File: config.mk
export PLATFORM = sky130hd
export DESIGN_NAME = comp12_minmax_tracker
export DESIGN_NICKNAME = d
export VERILOG_FILES = /design/src/rtl/comp12_minmax_tracker_pkg.sv /design/src/rtl/comp12_minmax_tracker_comp12.sv /design/src/rtl/comp12_minmax_tracker.sv
export SDC_FILE = /design/constraint.sdc
export NUM_CORES = 1
export LEC_CHECK = 0
export BUFFER_PORTS_ARGS = -buffer_cell sky130_fd_sc_hd__buf_4
export CELL_PAD_IN_SITES_DETAIL_PLACEMENT = 0
export CELL_PAD_IN_SITES_GLOBAL_PLACEMENT = 2
export CORE_MARGIN = 2
export CORE_UTILIZATION = 32
export CTS_BUF_LIST = sky130_fd_sc_hd__clkbuf_2 sky130_fd_sc_hd__clkbuf_4 sky130_fd_sc_hd__clkbuf_8
export CTS_CLUSTER_DIAMETER = 30
export CTS_CLUSTER_SIZE = 16
export DETAILED_ROUTE_END_ITERATION = 7
export PLACE_DENSITY = 0.88
export SLEW_MARGIN = 20
export SYNTH_ARGS = -nofsm -noshare
export SYNTH_HDL_FRONTEND = slang
export SYNTH_SLANG_ARGS = --single-unit
File: constraint.sdc
create_clock -name clk -period 2 [get_ports clk]
set_clock_uncertainty 0.05 [all_clocks]
set_input_delay 0.4 -clock clk [delete_from_list [all_inputs] [get_ports clk]]
set_output_delay 0.4 -clock clk [all_outputs]
set_load 0.02 [all_outputs]
File: src/rtl/comp12_minmax_tracker_pkg.sv
// Shared definitions for the comp12 min/max tracker: sample width,
// default counter width and the frame FSM state encoding.
package comp12_minmax_tracker_pkg;

   localparam int SAMPLE_W      = 12;
   localparam int CNT_W_DEFAULT = 8;

   typedef enum logic [1:0] {
      IDLE   = 2'd0,
      ACC    = 2'd1,
      REPORT = 2'd2
   } state_e;

endpackage

File: src/rtl/comp12_minmax_tracker_comp12.sv
// comp12: 12-bit unsigned magnitude comparator.
// Exactly one of Fg (A > B), Fe (A == B), Fl (A < B) is high.
module comp12
   import comp12_minmax_tracker_pkg::*;
(
   input  logic [SAMPLE_W-1:0] A,
   input  logic [SAMPLE_W-1:0] B,
   output logic                Fg,
   output logic                Fe,
   output logic                Fl
);

   assign Fg = (A >  B);
   assign Fe = (A == B);
   assign Fl = (A <  B);

endmodule

File: src/rtl/comp12_minmax_tracker.sv
// comp12_minmax_tracker: per-frame reduction of an unsigned 12-bit sample
// stream into max / index of first max / (optional) min / count / sat.
// Optional minimum tracking is built when the macro TRACK_MIN_EN is defined;
// otherwise m_min is tied to zero and no min hardware exists.
module comp12_minmax_tracker
   import comp12_minmax_tracker_pkg::*;
#(
   parameter int CNT_W = CNT_W_DEFAULT
)
(
   input  logic                clk,
   input  logic                rst_n,
   input  logic                clr,
   input  logic                s_valid,
   output logic                s_ready,
   input  logic [SAMPLE_W-1:0] s_data,
   input  logic                s_last,
   output logic                m_valid,
   input  logic                m_ready,
   output logic [SAMPLE_W-1:0] m_max,
   output logic [CNT_W-1:0]    m_max_idx,
   output logic [SAMPLE_W-1:0] m_min,
   output logic [CNT_W-1:0]    m_count,
   output logic                m_sat
);

   localparam logic [CNT_W-1:0] CNT_MAX = '1;

   state_e state_q, state_d;

   logic                s_accept;
   logic                m_xfer;
   logic                first;
   logic                frame_done;

   logic [SAMPLE_W-1:0] max_q, max_d;
   logic [CNT_W-1:0]    idx_q, idx_d;
   logic [CNT_W-1:0]    cnt_q, cnt_d;
   logic                sat_q, sat_d;

   logic [SAMPLE_W-1:0] m_max_q;
   logic [CNT_W-1:0]    m_idx_q;
   logic [CNT_W-1:0]    m_cnt_q;
   logic                m_sat_q;

   logic                max_gt, max_eq, max_lt;

   assign s_accept   = s_valid && s_ready;
   assign m_xfer     = m_valid && m_ready;
   assign first      = (state_q == IDLE);
   assign frame_done = s_accept && s_last && !clr;

   // Frame state register
   always_ff @(posedge clk or negedge rst_n) begin
      if (!rst_n) state_q <= IDLE;
      else        state_q <= state_d;
   end

   // Next-state: clr wins over any accept or output transfer
   always_comb begin
      state_d = state_q;
      if (clr) begin
         state_d = IDLE;
      end else begin
         case (state_q)
            IDLE, ACC: if (s_accept) state_d = s_last ? REPORT : ACC;
            REPORT:    if (m_xfer)   state_d = IDLE;
            default:   state_d = IDLE;
         endcase
      end
   end

   // Handshake outputs depend on state only (no m_ready -> s_ready path)
   always_comb begin
      s_ready = (state_q != REPORT);
      m_valid = (state_q == REPORT);
   end

   comp12 u_cmp_max (
      .A  (s_data),
      .B  (max_q),
      .Fg (max_gt),
      .Fe (max_eq),
      .Fl (max_lt)
   );

   // Running max / first-max index / saturating count for the current frame
   always_comb begin
      max_d = max_q;
      idx_d = idx_q;
      cnt_d = cnt_q;
      sat_d = sat_q;
      if (clr) begin
         max_d = '0;
         idx_d = '0;
         cnt_d = '0;
         sat_d = 1'b0;
      end else if (s_accept) begin
         if (first) begin
            max_d = s_data;
            idx_d = '0;
            cnt_d = CNT_W'(1);
            sat_d = 1'b0;
         end else begin
            // Ties hold the stored max so the earliest index survives
            max_d = (max_eq || max_lt) ? max_q : s_data;
            idx_d = max_gt ? cnt_q : idx_q;
            if (cnt_q == CNT_MAX) sat_d = 1'b1;
            else                  cnt_d = cnt_q + 1'b1;
         end
      end
   end

   // Accumulator registers
   always_ff @(posedge clk or negedge rst_n) begin
      if (!rst_n) begin
         max_q <= '0;
         idx_q <= '0;
         cnt_q <= '0;
         sat_q <= 1'b0;
      end else begin
         max_q <= max_d;
         idx_q <= idx_d;
         cnt_q <= cnt_d;
         sat_q <= sat_d;
      end
   end

   // Result record captured on the last-sample accept, held through REPORT
   always_ff @(posedge clk or negedge rst_n) begin
      if (!rst_n) begin
         m_max_q <= '0;
         m_idx_q <= '0;
         m_cnt_q <= '0;
         m_sat_q <= 1'b0;
      end else if (frame_done) begin
         m_max_q <= max_d;
         m_idx_q <= idx_d;
         m_cnt_q <= cnt_d;
         m_sat_q <= sat_d;
      end
   end

   assign m_max     = m_max_q;
   assign m_max_idx = m_idx_q;
   assign m_count   = m_cnt_q;
   assign m_sat     = m_sat_q;

`ifdef TRACK_MIN_EN
   logic [SAMPLE_W-1:0] min_q, min_d;
   logic [SAMPLE_W-1:0] m_min_q;
   logic                min_gt, min_eq, min_lt;
   logic                unused_min_flags;

   comp12 u_cmp_min (
      .A  (s_data),
      .B  (min_q),
      .Fg (min_gt),
      .Fe (min_eq),
      .Fl (min_lt)
   );

   // Only "less than" moves the minimum; the other flags are not needed
   assign unused_min_flags = min_gt ^ min_eq;

   // Running min for the current frame
   always_comb begin
      min_d = min_q;
      if (clr)              min_d = '0;
      else if (s_accept)    min_d = (first || min_lt) ? s_data : min_q;
   end

   // Min accumulator and its result register
   always_ff @(posedge clk or negedge rst_n) begin
      if (!rst_n) begin
         min_q   <= '0;
         m_min_q <= '0;
      end else begin
         min_q <= min_d;
         if (frame_done) m_min_q <= min_d;
      end
   end

   assign m_min = m_min_q;
`else
   assign m_min = '0;
`endif

endmodule

==> metrics.yaml <==
status: "complete, but fails checks"
violations: "setup timing"
dr.pass1.iters: 5
drv_cap: 0
ios: 61
p_leak_nw: 2.28
setup_viol: 40
yosys.area.top_type: "dfrtp_1"
hpwl_mm: 7.78
final_util: 0.458
cp-start-kind: "flop"
numCtsBuffers: 9
yosys-top-cells-area: "dfrtp_1, a21oi_1, nor2_1"
viasPerCell: 5.14
finalCritPeriodShare: 1.11
ys_types: 44
reg2reg_setup_slack_ps: -210
holdPathStages: 2
hold_class: "in2reg"
insertion_delay_ps: 360
synth_warnings: 0
worstHoldEndpoint: "cnt_q[0]"
fp.dieH_microns: 111
wl_mm: 11.4
ant_nets: 0
rows: 39
synth_top_area_frac: 0.407
grt_max_degree: 39
root_buffer: "clkbuf_8"
antenna_found_initial: 0
r2r_start: "max_q[7]"
grt_first_pass_wirelength_mm: 18.5
synth_cells: 433
critical_path_arrival_ps: 2390
nets: 564
finalInstanceArea_sq_um: 5180
crit_path_max_fanout: 7
fmax_mhz: 452
tritoncts: "yes"
grt-ovfl-total: 0
initial_core_util: 0.326
area_growth_pct: 40.2
r2r-end: "m_max_idx[6]"
grt_pass1_vias: 3598
drc: 0
endpoint_kind: "flop"
power_density_nw_per_um2: 867
clockBufferDepth: 2
path_class: "reg2reg"
grtUsageTotal: 0.188
seq_area_frac_synth: 0.407
wire_per_inst_microns: 16.7
die_w_microns: 111
placeableCoreArea_sq_um: 11300
cts_max_level: 3
io_buffers: 48
antenna_cells: 0
hold_start: "clr"
slew_viol_final: 0
gp_congestion: 0.811
drive_above_1_share: 0.364
final_hold_viol_count: 0
route.vias.total: 3497
reg2reg_depth: 9
rsz0062_at_grt: "yes"
setup_slack_ps: -213
cts.sinks: 60
yosys_register_bits: 60
synth_area_sq_um: 3690
clkTransAtPathRegs_ps: 80
drtIter0Drc: 89
avgSynthCellArea_sq_um: 8.53
min_period_ps: 2210
dieArea_sq_um: 12400
placed_area_sq_um: 4720
ir_drop_mv: 0.524
worst-endpoint-required_ps: 2180
==> cell usage after synthesis, drive strengths merged <==
master  instances
a211oi         15
a21boi          1
a21o            1
a21oi          40
a31oi           1
a32o            8
and2            6
and3            2
and4            1
buf            25
clkbuf         19
conb            1
dfrtp          60
ha             13
inv            14
mux2i          14
nand2          49
nand2b          1
nand3           6
nand4          15
nor2           50
nor2b          22
nor3           15
nor3b           1
o211ai          1
o21ai          23
o22a            1
o22ai           1
o31ai           6
o41a            1
or2             2
or3             2
or4            10
xnor2           1
xor2            5
==> report_power, final <==
| group | leakage (nW) | total (mW) | internal [mW] | switching, mW |
|---|---|---|---|---|
| combinational | 1.38 | 1.88 | 0.891 | 0.986 |
| clock | 0.0958 | 1.15 | 0.581 | 0.569 |
| sequential | 0.807 | 1.46 | 1.37 | 0.0899 |
==> metrics by stage <==
stage               TNS [ps]  total power [mW]  setup slack, ps  hold slack (ps)  instances
floorplan              -1560              2.49             -161             54.4        444
global placement      -10540              3.09             -358              267        658
detailed placement    -13080              3.12             -399              276        658
CTS                    -4420              4.38             -155              169        678
global route           -8840              4.75             -274              179        681
finish                 -6130              4.49             -213              182        681
==> cell usage in the layout, fill, tap and decap left out, types with 5 or more instances in the layout <==
master    netlist  layout
o21ai_1         0       7
mux2i_1        14       8
o31ai_1         5       5
xor2_1          5       5
conb_1          1      12
nand2_1        49      49
a211oi_2        0      11
a32o_1          8       8
ha_4            0       9
o21ai_0        22      13
nor3_1         15      15
dfrtp_1        60      60
or4_1          10       7
clkbuf_8        0       9
buf_6           2       6
a21oi_1        39      36
nand4_1        15      15
inv_2           0       8
nand3_1         6       6
buf_4          16     108
inv_1          14       6
nor2b_1        21      17
nor2_1         50      50
==> registers in the layout, indices dropped and copies added (netlist names) <==
register / flops
max_q: 12
m_count: 8
sat_q: 1
m_max_idx: 8
idx_q: 8
state_q: 2
m_max: 12
cnt_q: 8
m_sat: 1
==> what timing repair did <==
item,in CTS,in global routing
setup endpoints to repair,40,43
resized for setup,23,24
buffers inserted,3,2
pin swaps,9,9
cloned,1,2
hold buffers,1,0
endpoints found under the hold margin,22,0
==> cell families after synthesis <==
kind of cell,after synthesis,share of synthesized area
buf+inv,58,0.0810
xor+xnor,6,0.0142
other cells,1,0.00102
fa+ha+maj,13,0.0440
mux,14,0.0379
simple gates,182,0.243
compound gates,99,0.172
flops,60,0.407
==> worst max-delay path by stage <==
stage                          from      endpoint  depth (start not counted)
after floorplan            max_q[1]     m_max[10]                          9
after global placement    s_data[6]     m_max[11]                          8
after detailed placement  s_data[6]      m_max[2]                          8
after CTS                  max_q[1]      max_q[6]                          9
after global routing       max_q[7]  m_max_idx[5]                          9
final                      max_q[7]  m_max_idx[6]                          9
==> metal layers <==
layer  global-route usage  part of all wire  vias up
met3               0.0474             0.046       27
met5                    0                 0        -
met4               0.0856             0.039        0
met1                0.233              0.42     1682
met2                0.309              0.49       92
li1                     -                 -     1696
==> critical path, cell delays in order, from the launching register on <==
cell     delay, ps
dfrtp_1        340
inv_2           50
ha_4           290
nand4_1        150
or2_4          290
a21oi_4        170
o41a_4         260
buf_12         160
mux2i_1        220
o21ai_1         80
==> layout make-up <==
| cell class | count | area (sq um) |
|---|---|---|
| fill | 1123 | 6140 |
| multi-input combinational | 327 | 2230 |
| sequential | 60 | 1500 |
| timing repair buffer | 121 | 1020 |
| tap | 143 | 179 |
| clock buffer | 9 | 124 |
| clock inverter | 7 | 76.3 |
| inverter | 14 | 52.6 |
Note: power is estimated with default switching activity, not from simulation.
